### config.mk
export PLATFORM = sky130hd
export DESIGN_NAME = bpu_bimodal_flat
export DESIGN_NICKNAME = d
export VERILOG_FILES = /design/src/rtl/bpu_bimodal_pkg.sv /design/src/rtl/bpu_bimodal_if.sv /design/src/rtl/bpu_bimodal_sat_counter.sv /design/src/rtl/bpu_bimodal.sv /design/src/flat_wrapper.sv
export SDC_FILE = /design/constraint.sdc
export NUM_CORES = 1
export LEC_CHECK = 0
export CAP_MARGIN = 10
export CORE_UTILIZATION = 35
export CTS_BUF_LIST = sky130_fd_sc_hd__clkbuf_8
export DETAILED_ROUTE_END_ITERATION = 8
export PLACE_DENSITY = 0.53
export SETUP_SLACK_MARGIN = 0.05
export SYNTH_ARGS = -nofsm -noshare
export SYNTH_HDL_FRONTEND = slang
export SYNTH_SLANG_ARGS = --single-unit
### constraint.sdc
create_clock -name clk -period 11.5 [get_ports clk]
set_input_delay 2.3 -clock clk [delete_from_list [all_inputs] [get_ports clk]]
set_output_delay 2.3 -clock clk [all_outputs]
set_load 0.02 [all_outputs]
### src/rtl/bpu_bimodal_pkg.sv
// bpu_bimodal_pkg: shared fetch-stage definitions for the bimodal branch predictor.
// Holds the opcode constants, bus types and the counter reset helper used by
// bpu_bimodal, its interface and its counter sub-module.
package bpu_bimodal_pkg;

    typedef logic [31:0] inst_bus_t;
    typedef logic [31:0] inst_addr_bus_t;

    localparam logic [6:0]     INST_JAL    = 7'b1101111;
    localparam logic [6:0]     INST_TYPE_B = 7'b1100011;
    localparam logic           JumpDisable = 1'b0;
    localparam inst_addr_bus_t ZeroWord    = 32'h0000_0000;

    // Weakly-not-taken starting value: one below the taken threshold (0 for 1-bit counters).
    function automatic int BPU_CNT_TAKEN_INIT(input int cnt_w);
        return (1 << (cnt_w - 1)) - 1;
    endfunction

endpackage

### src/rtl/bpu_bimodal_if.sv
// bpu_bimodal_if: fetch-side prediction and EX-side training signals of the
// branch predictor. master = pipeline side, slave = predictor side.
interface bpu_bimodal_if #(
    parameter int IDX_W = 6
);
    import bpu_bimodal_pkg::*;

    inst_bus_t       inst_i;
    inst_addr_bus_t  inst_addr_i;
    logic            bp_result_o;
    inst_addr_bus_t  bp_jump_addr_o;
    logic [IDX_W-1:0] bp_index_o;

    logic            upd_valid_i;
    logic [IDX_W-1:0] upd_index_i;
    logic            upd_taken_i;
    logic            upd_pred_i;

    logic [31:0]     perf_mispred_o;

    modport master (
        output inst_i, inst_addr_i,
        output upd_valid_i, upd_index_i, upd_taken_i, upd_pred_i,
        input  bp_result_o, bp_jump_addr_o, bp_index_o, perf_mispred_o
    );

    modport slave (
        input  inst_i, inst_addr_i,
        input  upd_valid_i, upd_index_i, upd_taken_i, upd_pred_i,
        output bp_result_o, bp_jump_addr_o, bp_index_o, perf_mispred_o
    );

endinterface

### src/rtl/bpu_bimodal_sat_counter.sv
// bpu_sat_counter: one CNT_W-bit up/down counter that sticks at 0 and at its
// maximum instead of wrapping. One instance per predictor table entry.
module bpu_sat_counter #(
    parameter int               CNT_W = 2,
    parameter logic [CNT_W-1:0] INIT  = '0
) (
    input  logic             clk,
    input  logic             rst,
    input  logic             en,
    input  logic             inc,
    output logic [CNT_W-1:0] value
);

    localparam logic [CNT_W-1:0] MAX = '1;

    // Step toward taken or not-taken on each enabled update, saturating at both ends.
    always_ff @(posedge clk or negedge rst) begin
        if (!rst) begin
            value <= INIT;
        end else if (en) begin
            if (inc) begin
                if (value != MAX) begin
                    value <= value + CNT_W'(1);
                end
            end else if (value != '0) begin
                value <= value - CNT_W'(1);
            end
        end
    end

endmodule

### src/rtl/bpu_bimodal.sv
// bpu_bimodal: PC-indexed table of saturating counters predicting conditional
// branches in IF, with static-taken JAL, target computation and a global
// misprediction counter. Defining BPU_GSHARE_EN XORs the index with a global
// history register built from resolved outcomes (gshare).
module bpu_bimodal
    import bpu_bimodal_pkg::*;
#(
    parameter int ENTRIES = 64,
    parameter int CNT_W   = 2
) (
    input  logic             clk,
    input  logic             rst,
    bpu_bimodal_if.slave     bus
);

    localparam int               IDX_W    = (ENTRIES > 1) ? $clog2(ENTRIES) : 1;
    localparam logic [CNT_W-1:0] TH       = CNT_W'(1 << (CNT_W - 1));
    localparam logic [CNT_W-1:0] CNT_INIT = CNT_W'(BPU_CNT_TAKEN_INIT(CNT_W));
    localparam logic [31:0]      PERF_MAX = '1;

    logic [CNT_W-1:0] cnt_val [ENTRIES];
    logic [IDX_W-1:0] pc_idx;
    logic [IDX_W-1:0] idx;
    logic [6:0]       opcode;
    logic [31:0]      imm_j;
    logic [31:0]      imm_b;
    logic [31:0]      perf_q;
    logic             mispred;

    assign pc_idx = bus.inst_addr_i[IDX_W+1:2];

`ifdef BPU_GSHARE_EN
    logic [IDX_W-1:0] ghr;

    // Shift each resolved outcome into the history; wrong-path fetches never touch it.
    always_ff @(posedge clk or negedge rst) begin
        if (!rst) begin
            ghr <= '0;
        end else if (bus.upd_valid_i) begin
            ghr <= IDX_W'({ghr, bus.upd_taken_i});
        end
    end

    assign idx = pc_idx ^ ghr;
`else
    assign idx = pc_idx;
`endif

    assign bus.bp_index_o = idx;

    for (genvar i = 0; i < ENTRIES; i++) begin : g_cnt
        bpu_sat_counter #(
            .CNT_W (CNT_W),
            .INIT  (CNT_INIT)
        ) u_cnt (
            .clk   (clk),
            .rst   (rst),
            .en    (bus.upd_valid_i && (bus.upd_index_i == IDX_W'(i))),
            .inc   (bus.upd_taken_i),
            .value (cnt_val[i])
        );
    end

    assign opcode = bus.inst_i[6:0];
    assign imm_j  = {{12{bus.inst_i[31]}}, bus.inst_i[19:12], bus.inst_i[20],
                     bus.inst_i[30:21], 1'b0};
    assign imm_b  = {{20{bus.inst_i[31]}}, bus.inst_i[7], bus.inst_i[30:25],
                     bus.inst_i[11:8], 1'b0};

    // Zero-latency prediction: JAL always jumps, B-type reads the (pre-update) counter.
    always_comb begin
        bus.bp_result_o    = JumpDisable;
        bus.bp_jump_addr_o = ZeroWord;
        case (opcode)
            INST_JAL: begin
                bus.bp_result_o    = 1'b1;
                bus.bp_jump_addr_o = bus.inst_addr_i + imm_j;
            end
            INST_TYPE_B: begin
                bus.bp_result_o    = (cnt_val[idx] >= TH);
                bus.bp_jump_addr_o = bus.inst_addr_i + imm_b;
            end
            default: begin
            end
        endcase
    end

    assign mispred = bus.upd_valid_i && (bus.upd_taken_i != bus.upd_pred_i);

    // Count resolved mispredictions, sticking at all-ones rather than wrapping.
    always_ff @(posedge clk or negedge rst) begin
        if (!rst) begin
            perf_q <= '0;
        end else if (mispred && (perf_q != PERF_MAX)) begin
            perf_q <= perf_q + 32'd1;
        end
    end

    assign bus.perf_mispred_o = perf_q;

endmodule

### src/flat_wrapper.sv
// flat-port wrapper written by rule: the top's interface ports become plain ports
module bpu_bimodal_flat import bpu_bimodal_pkg::*;
#(
    parameter int ENTRIES = 64,
    parameter int CNT_W   = 2
)
  (clk, rst, bus_inst_i, bus_inst_addr_i, bus_upd_valid_i, bus_upd_index_i, bus_upd_taken_i, bus_upd_pred_i, bus_bp_result_o, bus_bp_jump_addr_o, bus_bp_index_o, bus_perf_mispred_o);
  bpu_bimodal_if #(.IDX_W((6))) bus_i ();
  input  logic clk;
  input  logic rst;
  input wire logic [$bits(bus_i.inst_i)-1:0] bus_inst_i;
  input wire logic [$bits(bus_i.inst_addr_i)-1:0] bus_inst_addr_i;
  input wire logic [$bits(bus_i.upd_valid_i)-1:0] bus_upd_valid_i;
  input wire logic [$bits(bus_i.upd_index_i)-1:0] bus_upd_index_i;
  input wire logic [$bits(bus_i.upd_taken_i)-1:0] bus_upd_taken_i;
  input wire logic [$bits(bus_i.upd_pred_i)-1:0] bus_upd_pred_i;
  output wire logic [$bits(bus_i.bp_result_o)-1:0] bus_bp_result_o;
  output wire logic [$bits(bus_i.bp_jump_addr_o)-1:0] bus_bp_jump_addr_o;
  output wire logic [$bits(bus_i.bp_index_o)-1:0] bus_bp_index_o;
  output wire logic [$bits(bus_i.perf_mispred_o)-1:0] bus_perf_mispred_o;
  assign bus_i.inst_i = bus_inst_i;
  assign bus_i.inst_addr_i = bus_inst_addr_i;
  assign bus_i.upd_valid_i = bus_upd_valid_i;
  assign bus_i.upd_index_i = bus_upd_index_i;
  assign bus_i.upd_taken_i = bus_upd_taken_i;
  assign bus_i.upd_pred_i = bus_upd_pred_i;
  assign bus_bp_result_o = bus_i.bp_result_o;
  assign bus_bp_jump_addr_o = bus_i.bp_jump_addr_o;
  assign bus_bp_index_o = bus_i.bp_index_o;
  assign bus_perf_mispred_o = bus_i.perf_mispred_o;
  bpu_bimodal #(.ENTRIES(ENTRIES), .CNT_W(CNT_W)) u_core (.clk(clk), .rst(rst), .bus(bus_i));
endmodule
==> impl_metrics.csv, run 1 <==
group,metric,value,unit
timing,hold_violations,0,
synth,synthDistinctLibCells,75,
flow_run,cap_violations,0,
floorplan,pin_count,146,
clock_tree,clk_latency,0.47,ns
detailed_routing,wl_per_cell,16.4,um
detailed_routing,viasPerCell,5.41,
timing,rsz0062_at_grt,"no",
synth,ys_seq_area_share,36.5,%
synth,synth.top_cell.area_share,21.5,%
clock_tree,post_cts_resized,0,
synth,syn-cell-area,11200,um^2
synth,synth-main-ff-cell,"dfrtp_1",
clock_tree,clkSinkCount,160,
finish,final_layout_size_suffix_gt1_share,11.7,%
timing,slew_viol_final,0,
synth,async_flop_share,100,%
timing,finalClockSkew,0.0167,ns
floorplan,die_h,181,um
placement,dpl.hpwl,21.9,mm
worst_setup_path,critPathCaptureType,"output port",
power,ir_worst_vdd,94.3,uV
detailed_routing,drtIter0Drc,665,
grt,grt_pass1_vias,9831,
synth,synth_top_cell_by_area,"dfrtp_1",
synth,synthCells,1378,
synth,synth_edf_count,0,
power,clockPowerShare,32.5,%
floorplan,die-area,32700,um^2
floorplan,initial_core_util,35.5,%
clock_tree,cts_tree,"built",
power,switching_share,32.5,%
timing,setup_viol,0,
floorplan,core.rowCount,65,
clock_tree,clockBufferDepth,2,
finish,syn_to_final_growth,19.1,%
grt,antenna_found_initial,0,
synth,synth_common_cells,"182 x nand2_1, 177 x o21ai_0, 172 x nor2_1",
synth,syn_nets,1488,
floorplan,die_w,181,um
placement,place.gp.congestion,0.905,
detailed_routing,ant_nets,0,
floorplan,core_area,31500,um^2
grt,grt_start_max_net_pins,94,
finish,layout.nets,1595,
worst_setup_path,startpoint_type,"input port",
synth,yosysWarningCount,0,
clock_tree,cts-root-buf,"clkbuf_8",
timing,max_freq,112,MHz
power,power.switching,0.452,mW
timing,slew-limit-headroom,39.6,%
worst_setup_path,required,9.20,ns
worst_setup_path,worstSetupPathType,"in -> out",
worst_setup_path,critical_path_arrival,6.66,ns
min_path,hp-class,"reg -> reg",
timing,worst_pin_slew,0.906,ns
synth,synth.most_common_cell,"nand2_1",
worst_setup_path,r2r_cells,5,
power,pwr-share-seq,46.1,%
clock_tree,numCtsBuffers,17,
timing,finalSetupTns,0,ns
outcome,status,"complete, no violations",
min_path,hold_depth,1,
detailed_routing,vias,10300,
synth,synth.area.top_cells,"dfrtp_1 21%, dfstp_2 15%, o21ai_0 7.9%",
clock_tree,postCtsSetupBuffers,0,
clock_tree,htreeDepth,4,
synth,postSynthAreaPerCell,8.11,um^2
power,p_int,0.940,mW
synth,synth_seq_cells,160,
power,power_density,105,nW/um^2
worst_setup_path,worstPathMaxFanout,13,
detailed_routing,drt-total-wl,31.1,mm
power,p_comb_share,21.4,%
timing,finalCritPeriodShare,77.9,%
grt,grtUsageTotal,19.4,%
detailed_routing,drt-pass1-iter-count,7,
grt,grt-ovfl-total,0,
timing,fin_crit,8.96,ns
grt,grt_pass1_wl,51.4,mm
finish,fin_util,42.3,%
power,finalPower,1.39,mW
clock_tree,hold_buffers,0,
detailed_routing,drc,0,
placement,portBuffers,145,
power,p_leak,4.84,nW
clock_tree,clkTransAtPathRegs,0.11,ns
finish,diodes,0,
==> sequential cells by signal, summed over array words and instances, names as in the netlist <==
| name | flops |
|---|---|
| u_core.bus.perf_mispred_o | 32 |
| u_core.g_cnt.u_cnt.value | 128 |
==> path summary, 6_finish.rpt <==
| path | start | to | slack, ns |
|---|---|---|---|
| setup / recovery | bus_inst_i[1] | bus_bp_jump_addr_o[27] | 2.54 |
| hold / removal | u_core.bus.perf_mispred_o[25] | u_core.bus.perf_mispred_o[25] | 0.50 |
| setup reg to reg | u_core.bus.perf_mispred_o[18] | u_core.bus.perf_mispred_o[1] | 9.34 |
| hold reg to reg | u_core.bus.perf_mispred_o[25] | u_core.bus.perf_mispred_o[25] | 0.50 |
| max in group asynchronous | rst | u_core.g_cnt[44].u_cnt.value[1] | 8.13 |
| min in group asynchronous | rst | u_core.bus.perf_mispred_o[24] | 1.87 |
==> power groups by stage <==
stage | combinational, mW | sequential, mW | clock [mW]
global placement | 0.297 | 0.651 | 0
detailed placement | 0.300 | 0.651 | 0
CTS | 0.301 | 0.642 | 0.466
floorplan | 0.180 | 0.656 | 0
finish | 0.298 | 0.642 | 0.452
global route | 0.331 | 0.648 | 0.487
==> final cells by class <==
| type | instances | area [um^2] |
|---|---|---|
| Fill cell | 3089 | 18200 |
| Multi-Input combinational cell | 1133 | 6710 |
| Sequential cell | 160 | 4080 |
| Timing Repair Buffer | 156 | 1530 |
| Tap cell | 402 | 503 |
| Clock buffer | 18 | 248 |
| Clock inverter | 14 | 173 |
| Inverter | 17 | 65.1 |
==> worst max-delay path, stage by stage <==
cell             delay (ns)
clkdlybuf4s50_1        0.46
nand3_1                0.08
nor3b_2                0.37
nand2_1                0.37
mux2_2                 0.33
ha_1                   0.20
inv_1                  0.07
fa_1                   0.39
nand2b_1               0.20
a211oi_2               0.34
o21ai_2                0.21
and3_1                 0.21
or4_1                  0.46
nand2_1                0.07
clkdlybuf4s50_1        0.59
==> kinds of logic (layout without fill, tap and decap cells) <==
group | after synthesis | in the layout | share of synthesized area, %
simple gates | 597 | 597 | 26.1
compound gates | 430 | 430 | 23.4
flops | 160 | 160 | 36.5
buf+inv | 85 | 205 | 3.46
xor+xnor | 46 | 46 | 3.60
fa+ha+maj | 35 | 35 | 3.99
mux | 25 | 25 | 2.87
==> cells in the final DEF (no fill, tap or decap), types with 23 or more instances in the layout <==
| cell | instances |
|---|---|
| a211oi_1 | 41 |
| nor2_1 | 171 |
| a21oi_1 | 89 |
| dfstp_2 | 64 |
| and2_1 | 23 |
| a31oi_1 | 29 |
| xnor2_1 | 32 |
| nand2_1 | 182 |
| dfrtp_1 | 96 |
| nand3_1 | 46 |
| nor3_1 | 30 |
| and3_1 | 37 |
| o21ai_0 | 177 |
| clkdlybuf4s50_1 | 142 |
| ha_1 | 34 |
==> layer usage <==
metal,global-route usage [%],routed length [um],up-vias
li1,-,-,5173
met1,25.0,14300,4934
met2,34.0,15500,141
met3,2.72,961,29
met4,4.62,430,0
met5,0,0,-
==> stage by stage <==
stage	instance area [um^2]	setup slack, ns	hold slack [ns]	cells
CTS	13300	2.54	0.510	1900
global placement	12900	2.61	0.482	1868
global route	13300	2.21	0.536	1900
finish	13300	2.54	0.505	1900
floorplan	11200	4.00	0.482	1378
detailed placement	12900	2.55	0.491	1868
Note: power is estimated with default switching activity, not from simulation.
==> run 2: changes to the inputs <==
--- a/config.mk
+++ b/config.mk
@@ -9,7 +9,7 @@
 export CORE_UTILIZATION = 35
 export CTS_BUF_LIST = sky130_fd_sc_hd__clkbuf_8
 export DETAILED_ROUTE_END_ITERATION = 8
-export PLACE_DENSITY = 0.53
+export PLACE_DENSITY = 0.55
 export SETUP_SLACK_MARGIN = 0.05
 export SYNTH_ARGS = -nofsm -noshare
 export SYNTH_HDL_FRONTEND = slang
==> constraint.sdc (replaced) <==
create_clock -name clk -period 7.27 [get_ports clk]
set_input_delay 1.454 -clock clk [delete_from_list [all_inputs] [get_ports clk]]
set_output_delay 1.454 -clock clk [all_outputs]
set_load 0.02 [all_outputs]
==> impl_metrics.csv, run 2 (same netlist as run 1, synthesis figures left out) <==
group,metric,value,unit
outcome,status,"complete, no violations",
detailed_routing,drt-total-wl,31.2,mm
clock_tree,numCtsBuffers,17,
worst_setup_path,r2r_cells,5,
grt,grt_start_max_net_pins,66,
worst_setup_path,crit_family,"simple AND/OR/NAND/NOR gates",
floorplan,pin_count,146,
worst_setup_path,worstSetupStartpoint,"bus_inst_i[1]",
worst_setup_path,crit_chain,"clkdlybuf4s50_1 > nand3_1 > nor3b_4 > nand2_1 > mux2_2 > ha_1 > inv_1 > fa_1 > nand2b_1 > a211oi_4 > o21ai_2 > and3_1 > or4_1 > nand2_1 > clkdlybuf4s50_1",
power,finalPower,2.16,mW
clock_tree,postCtsSetupBuffers,0,
worst_setup_path,critical_path_arrival,5.51,ns
clock_tree,clkTransAtPathRegs,0.10,ns
floorplan,die-area,32700,um^2
clock_tree,cts-root-buf,"clkbuf_8",
finish,syn_to_final_growth,19.3,%
placement,portBuffers,145,
clock_tree,hold_buffers,0,
finish,diodes,0,
worst_setup_path,critPathCaptureType,"output port",
worst_setup_path,critPathCapture,"bus_bp_jump_addr_o[27]",
timing,finalClockSkew,0.0162,ns
detailed_routing,drtIter0Drc,711,
worst_setup_path,path_buf_inv,3,
clock_tree,cts_tree,"built",
power,ir_worst_vdd,134,uV
worst_setup_path,cp.depth,15,
placement,dpl.hpwl,22.2,mm
detailed_routing,wl_per_cell,16.4,um
finish,final_common_cell,"nand2_1",
floorplan,die_h,181,um
clock_tree,clk_latency,0.46,ns
finish,layout.nets,1600,
worst_setup_path,startpoint_type,"input port",
finish,largest_reg_flops,128,
worst_setup_path,worstSetupPathType,"in -> out",
timing,finalSetupTns,0,ns
floorplan,initial_core_util,35.5,%
finish,nFillCells,3148,
finish,final_layout_size_suffix_gt1_share,12.0,%
detailed_routing,drt-pass1-iter-count,5,
timing,slew-limit-headroom,42.4,%
timing,max_freq,144,MHz
worst_setup_path,worstPathMaxFanout,9,
timing,worst_pin_slew,0.864,ns
clock_tree,clockBufferDepth,2,
timing,slew_viol_final,0,
grt,grtUsageTotal,19.2,%
detailed_routing,vias,10300,
worst_setup_path,required,5.82,ns
min_path,hp-class,"reg -> reg",
grt,use_met3,2.86,%
grt,grt_util_met1,25.4,%
grt,grt.busiest_layer,"met2",
finish,final_cell_mix,"182 x nand2_1, 177 x o21ai_0, 171 x nor2_1, 142 x clkdlybuf4s50_1, 96 x dfrtp_1",
detailed_routing,drc,0,
grt,grt_pass1_wl,50.6,mm
floorplan,core.rowCount,65,
placement,place.gp.congestion,0.892,
grt,grt_pass1_vias,9709,
worst_setup_path,r2r-end,"u_core.bus.perf_mispred_o[1]",
timing,finalCritPeriodShare,95.8,%
grt,use_met2,32.8,%
clock_tree,clkSinkCount,160,
detailed_routing,viasPerCell,5.43,
grt,antenna_found_initial,0,
finish,regMostFlops,"u_core.g_cnt.u_cnt.value",
floorplan,die_w,181,um
worst_setup_path,r2r_start,"u_core.bus.perf_mispred_o[18]",
clock_tree,htreeDepth,4,
detailed_routing,ant_nets,0,
power,power_density,162,nW/um^2
worst_setup_path,slowest_delay,0.59,ns
timing,hold_violations,0,
flow_run,cap_violations,0,
grt,grt-ovfl-total,0,
worst_setup_path,reg2reg_slack,5.12,ns
floorplan,core_area,31500,um^2
timing,fin_crit,6.97,ns
timing,setup_viol,0,
timing,rsz0062_at_grt,"no",
power,p_leak,4.85,nW
worst_setup_path,cpMaxStageDelayCell,"clkdlybuf4s50_1",
[run 2: changes by cell type in the layout (fill, tap and decap cells not counted), sizes merged]
cell      delta
clkinvlp     +3
bufinv       -1
buf          +5
clkbuf       -1
clkinv       -4
inv          +3
[run 2: worst min-delay path by stage]
stage / start / end / slack [ns] / cells past startpoint
2_1_floorplan: u_core.g_cnt[17].u_cnt.value[0] / u_core.g_cnt[17].u_cnt.value[0] / 0.48 / 2
5_1_grt: u_core.bus.perf_mispred_o[30] / u_core.bus.perf_mispred_o[30] / 0.53 / 1
3_3_place_gp: u_core.bus.perf_mispred_o[25] / u_core.bus.perf_mispred_o[25] / 0.49 / 1
6_report: u_core.bus.perf_mispred_o[25] / u_core.bus.perf_mispred_o[25] / 0.51 / 1
4_1_cts: u_core.bus.perf_mispred_o[30] / u_core.bus.perf_mispred_o[30] / 0.51 / 1
3_5_place_dp: u_core.bus.perf_mispred_o[30] / u_core.bus.perf_mispred_o[30] / 0.49 / 1
[run 2: repair_timing]
action / in CTS / in global routing
gates resized for setup: 0 / 3
setup endpoints to repair: 0 / 8
hold endpoints to repair: 0 / 0
[run 2: final cells by class]
class / instances / area [um^2] / area share, %
clock inverter: 15 / 150 / 1.13
sequential: 160 / 4080 / 30.6
inverter: 17 / 63.8 / 0.479
clock buffer: 17 / 234 / 1.76
multi-input combinational: 1133 / 6730 / 50.5
tap: 402 / 503 / 3.77
timing repair buffer: 161 / 1560 / 11.7
[run 2: where the power goes]
group / switching [mW] / internal, mW / total (mW) / leakage, nW
clock: 0.384 / 0.282 / 0.666 / 0.187
sequential: 0.0538 / 0.963 / 1.02 / 1.66
combinational: 0.276 / 0.198 / 0.474 / 3.00
total: 0.714 / 1.44 / 2.16 / 4.85
[run 2: layer usage]
layer / vias to the layer above / wire (um)
met5: - / 0
met4: 0 / 394
met3: 31 / 1060
met2: 172 / 15100
met1: 4944 / 14600
li1: 5191 / -
[run 2: metrics by stage]
stage	hold slack, ns	worst slack (ns)	utilization [%]	cells	area (um^2)
after floorplan	0.482	1.46	-	1378	11200
final	0.507	0.305	42.4	1905	13300
after CTS	0.511	0.222	42.3	1905	13300
after global placement	0.486	0.304	41.1	1873	12900
after detailed placement	0.489	0.234	41.1	1873	12900
after global routing	0.531	0.0665	42.4	1905	13300
[run 2: worst register-to-register path, delay by kind of cell (launching register included)]
family | cells | cell delay (ns)
AOI/OAI and AO/OA | 1 | 0.21
muxes | 1 | 0.35
DFF | 1 | 0.50
and+or+nand+nor | 3 | 0.98
